$ cat src/rtl/ysyx_23060061_mem_arbiter.sv
`default_nettype none
// ============================================================================
// Module   : ysyx_23060061_mem_arbiter
// Brief    : Round-robin arbiter sharing one AXI-Lite slave between IFU and LSU.
// Revision : 1.0
// ============================================================================
module ysyx_23060061_mem_arbiter #(
    parameter int ADDR_W = 32,
    parameter int DATA_W = 32
) (
    input  logic                clk,
    input  logic                rst,
    // IFU read-only master
    input  logic [ADDR_W-1:0]   ifu_araddr,
    input  logic                ifu_arvalid,
    output logic                ifu_arready,
    output logic [DATA_W-1:0]   ifu_rdata,
    output logic [1:0]          ifu_rresp,
    output logic                ifu_rvalid,
    input  logic                ifu_rready,
    // LSU read/write master
    input  logic [ADDR_W-1:0]   lsu_araddr,
    input  logic                lsu_arvalid,
    output logic                lsu_arready,
    output logic [DATA_W-1:0]   lsu_rdata,
    output logic [1:0]          lsu_rresp,
    output logic                lsu_rvalid,
    input  logic                lsu_rready,
    input  logic [ADDR_W-1:0]   lsu_awaddr,
    input  logic                lsu_awvalid,
    output logic                lsu_awready,
    input  logic [DATA_W-1:0]   lsu_wdata,
    input  logic [DATA_W/8-1:0] lsu_wstrb,
    input  logic                lsu_wvalid,
    output logic                lsu_wready,
    output logic [1:0]          lsu_bresp,
    output logic                lsu_bvalid,
    input  logic                lsu_bready,
    // Shared slave
    output logic [ADDR_W-1:0]   s_araddr,
    output logic                s_arvalid,
    input  logic                s_arready,
    input  logic [DATA_W-1:0]   s_rdata,
    input  logic [1:0]          s_rresp,
    input  logic                s_rvalid,
    output logic                s_rready,
    output logic [ADDR_W-1:0]   s_awaddr,
    output logic                s_awvalid,
    input  logic                s_awready,
    output logic [DATA_W-1:0]   s_wdata,
    output logic [DATA_W/8-1:0] s_wstrb,
    output logic                s_wvalid,
    input  logic                s_wready,
    input  logic [1:0]          s_bresp,
    input  logic                s_bvalid,
    output logic                s_bready
);

    typedef enum logic [1:0] {
        IDLE   = 2'd0,
        IFU_RD = 2'd1,
        LSU_RD = 2'd2,
        LSU_WR = 2'd3
    } state_t;

    state_t r_state;
    state_t w_state_nxt;
    logic   r_last;        // 0 = IFU, 1 = LSU
    logic   w_last_nxt;
    logic   r_aw_done;
    logic   r_w_done;

    logic   w_own_ifu;
    logic   w_own_lsu_rd;
    logic   w_own_lsu_wr;
    logic   w_wr_addr_data_done;
    logic   w_grant_lsu;
    logic   w_r_hs;
    logic   w_aw_hs;
    logic   w_w_hs;
    logic   w_b_hs;

    // Ownership is masked by rst so every valid/ready drops in the reset cycle itself.
    assign w_own_ifu           = !rst && (r_state == IFU_RD);
    assign w_own_lsu_rd        = !rst && (r_state == LSU_RD);
    assign w_own_lsu_wr        = !rst && (r_state == LSU_WR);
    assign w_wr_addr_data_done = r_aw_done && r_w_done;

    // LSU wins when alone, or on a tie when IFU was the last owner.
    assign w_grant_lsu = (lsu_arvalid || lsu_awvalid) && (!ifu_arvalid || !r_last);

    always_comb begin
        s_araddr    = '0;
        s_arvalid   = 1'b0;
        s_rready    = 1'b0;
        ifu_arready = 1'b0;
        ifu_rdata   = '0;
        ifu_rresp   = 2'b00;
        ifu_rvalid  = 1'b0;
        lsu_arready = 1'b0;
        lsu_rdata   = '0;
        lsu_rresp   = 2'b00;
        lsu_rvalid  = 1'b0;
        if (w_own_ifu) begin
            s_araddr    = ifu_araddr;
            s_arvalid   = ifu_arvalid;
            ifu_arready = s_arready;
            ifu_rdata   = s_rdata;
            ifu_rresp   = s_rresp;
            ifu_rvalid  = s_rvalid;
            s_rready    = ifu_rready;
        end else if (w_own_lsu_rd) begin
            s_araddr    = lsu_araddr;
            s_arvalid   = lsu_arvalid;
            lsu_arready = s_arready;
            lsu_rdata   = s_rdata;
            lsu_rresp   = s_rresp;
            lsu_rvalid  = s_rvalid;
            s_rready    = lsu_rready;
        end
    end

    // Write channels: AW and W each retire independently; B waits for both.
    always_comb begin
        s_awaddr    = '0;
        s_awvalid   = 1'b0;
        s_wdata     = '0;
        s_wstrb     = '0;
        s_wvalid    = 1'b0;
        s_bready    = 1'b0;
        lsu_awready = 1'b0;
        lsu_wready  = 1'b0;
        lsu_bresp   = 2'b00;
        lsu_bvalid  = 1'b0;
        if (w_own_lsu_wr) begin
            s_awaddr    = lsu_awaddr;
            s_awvalid   = lsu_awvalid && !r_aw_done;
            lsu_awready = s_awready && !r_aw_done;
            s_wdata     = lsu_wdata;
            s_wstrb     = lsu_wstrb;
            s_wvalid    = lsu_wvalid && !r_w_done;
            lsu_wready  = s_wready && !r_w_done;
            s_bready    = lsu_bready && w_wr_addr_data_done;
            lsu_bvalid  = s_bvalid && w_wr_addr_data_done;
            lsu_bresp   = s_bresp;
        end
    end

    assign w_r_hs  = s_rvalid && s_rready;
    assign w_aw_hs = s_awvalid && s_awready;
    assign w_w_hs  = s_wvalid && s_wready;
    assign w_b_hs  = s_bvalid && s_bready;

    always_comb begin
        w_state_nxt = r_state;
        w_last_nxt  = r_last;
        case (r_state)
            IDLE: begin
                if (w_grant_lsu) begin
                    w_last_nxt  = 1'b1;
                    w_state_nxt = lsu_awvalid ? LSU_WR : LSU_RD;
                end else if (ifu_arvalid) begin
                    w_last_nxt  = 1'b0;
                    w_state_nxt = IFU_RD;
                end
            end
            IFU_RD, LSU_RD: begin
                if (w_r_hs) begin
                    w_state_nxt = IDLE;
                end
            end
            LSU_WR: begin
                if (w_b_hs) begin
                    w_state_nxt = IDLE;
                end
            end
            default: w_state_nxt = IDLE;
        endcase
    end

    always_ff @(posedge clk) begin
        if (rst) begin
            r_state   <= IDLE;
            r_last    <= 1'b1;
            r_aw_done <= 1'b0;
            r_w_done  <= 1'b0;
        end else begin
            r_state <= w_state_nxt;
            r_last  <= w_last_nxt;
            if (w_b_hs) begin
                r_aw_done <= 1'b0;
                r_w_done  <= 1'b0;
            end else begin
                if (w_aw_hs) r_aw_done <= 1'b1;
                if (w_w_hs)  r_w_done  <= 1'b1;
            end
        end
    end

endmodule
`default_nettype wire
$ cat config.mk
export PLATFORM = sky130hd
export DESIGN_NAME = ysyx_23060061_mem_arbiter
export DESIGN_NICKNAME = d
export VERILOG_FILES = /design/src/rtl/ysyx_23060061_mem_arbiter.sv
export SDC_FILE = /design/constraint.sdc
export NUM_CORES = 1
export LEC_CHECK = 0
export ABC_CLOCK_PERIOD_IN_PS = 1400
export BUFFER_PORTS_ARGS = -buffer_cell sky130_fd_sc_hd__buf_2
export CAP_MARGIN = 40
export CORE_AREA = 2 2 141 143
export CTS_CLUSTER_DIAMETER = 120
export DETAILED_ROUTE_END_ITERATION = 10
export DIE_AREA = 0 0 143 145
export GPL_TIMING_DRIVEN = 1
export PLACE_DENSITY = 0.43
export SETUP_SLACK_MARGIN = 0.02
export SLEW_MARGIN = 0
export SYNTH_ARGS = -nofsm -noshare
export SYNTH_HDL_FRONTEND = slang
export SYNTH_SLANG_ARGS = --single-unit
$ cat constraint.sdc
create_clock -name clk -period 1.4 [get_ports clk]
set_clock_uncertainty 0.2 [all_clocks]
set_input_delay 0.14 -clock clk [delete_from_list [all_inputs] [get_ports clk]]
set_output_delay 0.14 -clock clk [all_outputs]
set_load 0.02 [all_outputs]
==> qor.yml <==
status:
  status: "finished, violations left"
  violations: "setup timing"
placed_design:
  dp.cells: 875
  hpwlAfterDp_um: 9610
  port_buffers: 363
  pre_cts_slack_ps: -415
  globalplace.congestion: 0.840
  place_area_um2: 4570
critical_path:
  cp-start-kind: "register"
  worstPathRequired_ps: 1060
  arrival_ps: 1660
  timing.rr.start: "r_state[1]$_SDFFE_PP0P_"
  critPathLaunch: "r_state[1]$_SDFFE_PP0P_"
  reg2reg_depth: 7
  crit_path_end_kind: "primary output"
  worstSetupEndpoint: "s_araddr[4]"
  r2r_slack_ps: -200
  worstPathMaxFanout: 15
  rr_endpoint: "r_state[1]$_SDFFE_PP0P_"
  critical_path_class: "register to primary output"
global_route:
  antenna_found_initial: 0
  grt_max_degree: 57
  grt-busiest-layer: "met2"
  use_met1_pct: 11.8
  overflow: 0
  grt_usage_pct: 9.99
  gr-usage-met3_pct: 1.22
  grt_pass1_vias: 3035
  use_met2_pct: 19.0
  grt_pass1_wl_um: 16700
cts:
  clockBufferDepth: 2
  cts_sinks: 5
  cts.htree.levels: 1
  clockRootBuffer: "clkbuf_16"
  clock_latency_ps: 220
  cts_tree: "done"
  numCtsBuffers: 3
  path_clk_slew_ps: 30
  cts_hold_buf: 0
finish:
  fin_area_um2: 6340
  multiInputGateArea_um2: 2190
  final_common_cell: "buf_2"
  regArea_um2: 108
  antennaDiodeCount: 0
  final_cell_mix: "190 x buf_2, 159 x buf_6, 81 x and2_2, 61 x and2_4, 40 x buf_4"
  fillers: 1973
  drive_gt1_share_pct: 95.8
  fin_util_pct: 33.0
  syn2layout_area_growth_pct: 270
  fin_cells: 911
  layout.nets: 833
hold_path:
  hold_path_class: "primary input to register"
  hold_start: "ifu_arvalid"
floorplan:
  pin_count: 364
  die_area_um2: 20700
  coreArea_um2: 19200
  start_util_pct: 8.92
  row_count: 51
  die_x_um: 143
  die_h_um: 145
timing:
  whs_ps: 38.6
  relSlewSlack_pct: 79.7
  setup_viol: 184
  period_share_pct: 143
  fin_ws_ps: -602
  max_freq_mhz: 499
  setup_tns_ps: -97900
  slew_violations: 0
  rsz0062_at_grt: "yes"
  min_period_ps: 2000
  tightest_slew_ps: 302
  hold_viol: 0
pwr:
  p_leak_nw: 3.31
  ir_drop_mv: 0.427
  power_mw: 5.07
  power.density_nw_per_um2: 799
synth:
  synth_area_per_cell_um2: 6.85
  synth_area_um2: 1710
  ys_warn_count: 0
  ys_seq_elements: 5
  ys_seq_area_share_pct: 5.84
  synth_nets: 436
  ys_types: 28
  synth_top_cell_area_share_pct: 51.9
  syn_inst: 250
  synth_top_cells_by_area: "and2_1 52%, a22o_1 17%, dfxtp_1 5.8%"
  synth_area_leader_cell: "and2_1"
routing:
  drt_iter0_drc: 79
  num_vias: 3295
  first_pass_iters: 4
  wirelength_um: 14000
  drc: 0
  viasPerCell: 3.62
  drtAntennaViolNets: 0
  wire_per_inst_um: 15.4
flow_run:
  maxCapViolCount: 0
-- power by group --
part           total [mW]  leakage, nW  internal (mW)  switching (mW)
clock network       0.465       0.0382          0.377          0.0885
logic                4.36         3.23           2.47            1.89
registers           0.242       0.0423          0.193          0.0488
-- cells in the mapped netlist --
master	count
buf_4	1
buf_2	9
ha_1	4
nor3b_2	1
nand3_2	1
nand4_1	1
nand2b_1	3
dfxtp_1	5
a211o_1	1
o211ai_1	1
nand3_1	2
clkbuf_1	10
nor3b_1	5
nor2_1	4
mux2i_1	2
clkbuf_2	3
o21ai_0	1
and2_1	142
a32oi_2	1
inv_1	4
nor2_2	1
nand3b_1	2
nand2b_4	1
nand2_1	5
nor3_1	2
a22o_1	34
nor2b_1	2
a31oi_1	2
-- how the worst min path moves through the flow --
stage / cells past startpoint / end
final: 3 / r_last$_SDFFE_PP1P_
after global routing: 3 / r_last$_SDFFE_PP1P_
after CTS: 3 / r_last$_SDFFE_PP1P_
after detailed placement: 3 / r_last$_SDFFE_PP1P_
after global placement: 3 / r_last$_SDFFE_PP1P_
after floorplan: 2 / r_last$_SDFFE_PP1P_
-- cell families (layout without fill, tap and decap cells) --
logic type      count (synthesis)  count (layout)  synth area share [%]
simple gates                  172             172                  62.7
buf+inv                        27             423                  7.01
mux                             2               2                  1.17
fa+ha+maj                       4               4                  2.92
compound gates                 40              40                  20.3
flops                           5               5                  5.84
-- repair_timing --
| action | 4_1_cts | 5_1_grt |
|---|---|---|
| pin swaps | 0 | 33 |
| buffers inserted | 2 | 9 |
| resized for setup | 137 | 242 |
| endpoints found under the setup margin | 187 | 187 |
| cloned | 2 | 20 |
-- critical path, cell delays in order, from the launching register on --
cell	delay, ps
dfxtp_4	370
inv_4	40
ha_4	160
nor2b_4	160
buf_4	150
clkbuf_16	180
a22o_4	250
buf_6	130
-- routing by layer --
layer	part of all wire [%]	wire length, um
met1	41	5720
met2	54	7510
met3	5.1	722
met4	0.51	72
met5	0	0
-- cell type report --
type	instances	share of cell area [%]
multi-input combinational	218	34.6
inverter	4	0.355
clock buffer	4	1.24
sequential	5	1.70
timing repair buffer	415	56.9
tap	265	5.23
-- state kept, by name, summed over array words and instances (netlist names) --
signal and cells:
r_last 1, r_aw_done 1, r_w_done 1, r_state 2
Power figures use the tool's default switching activity.
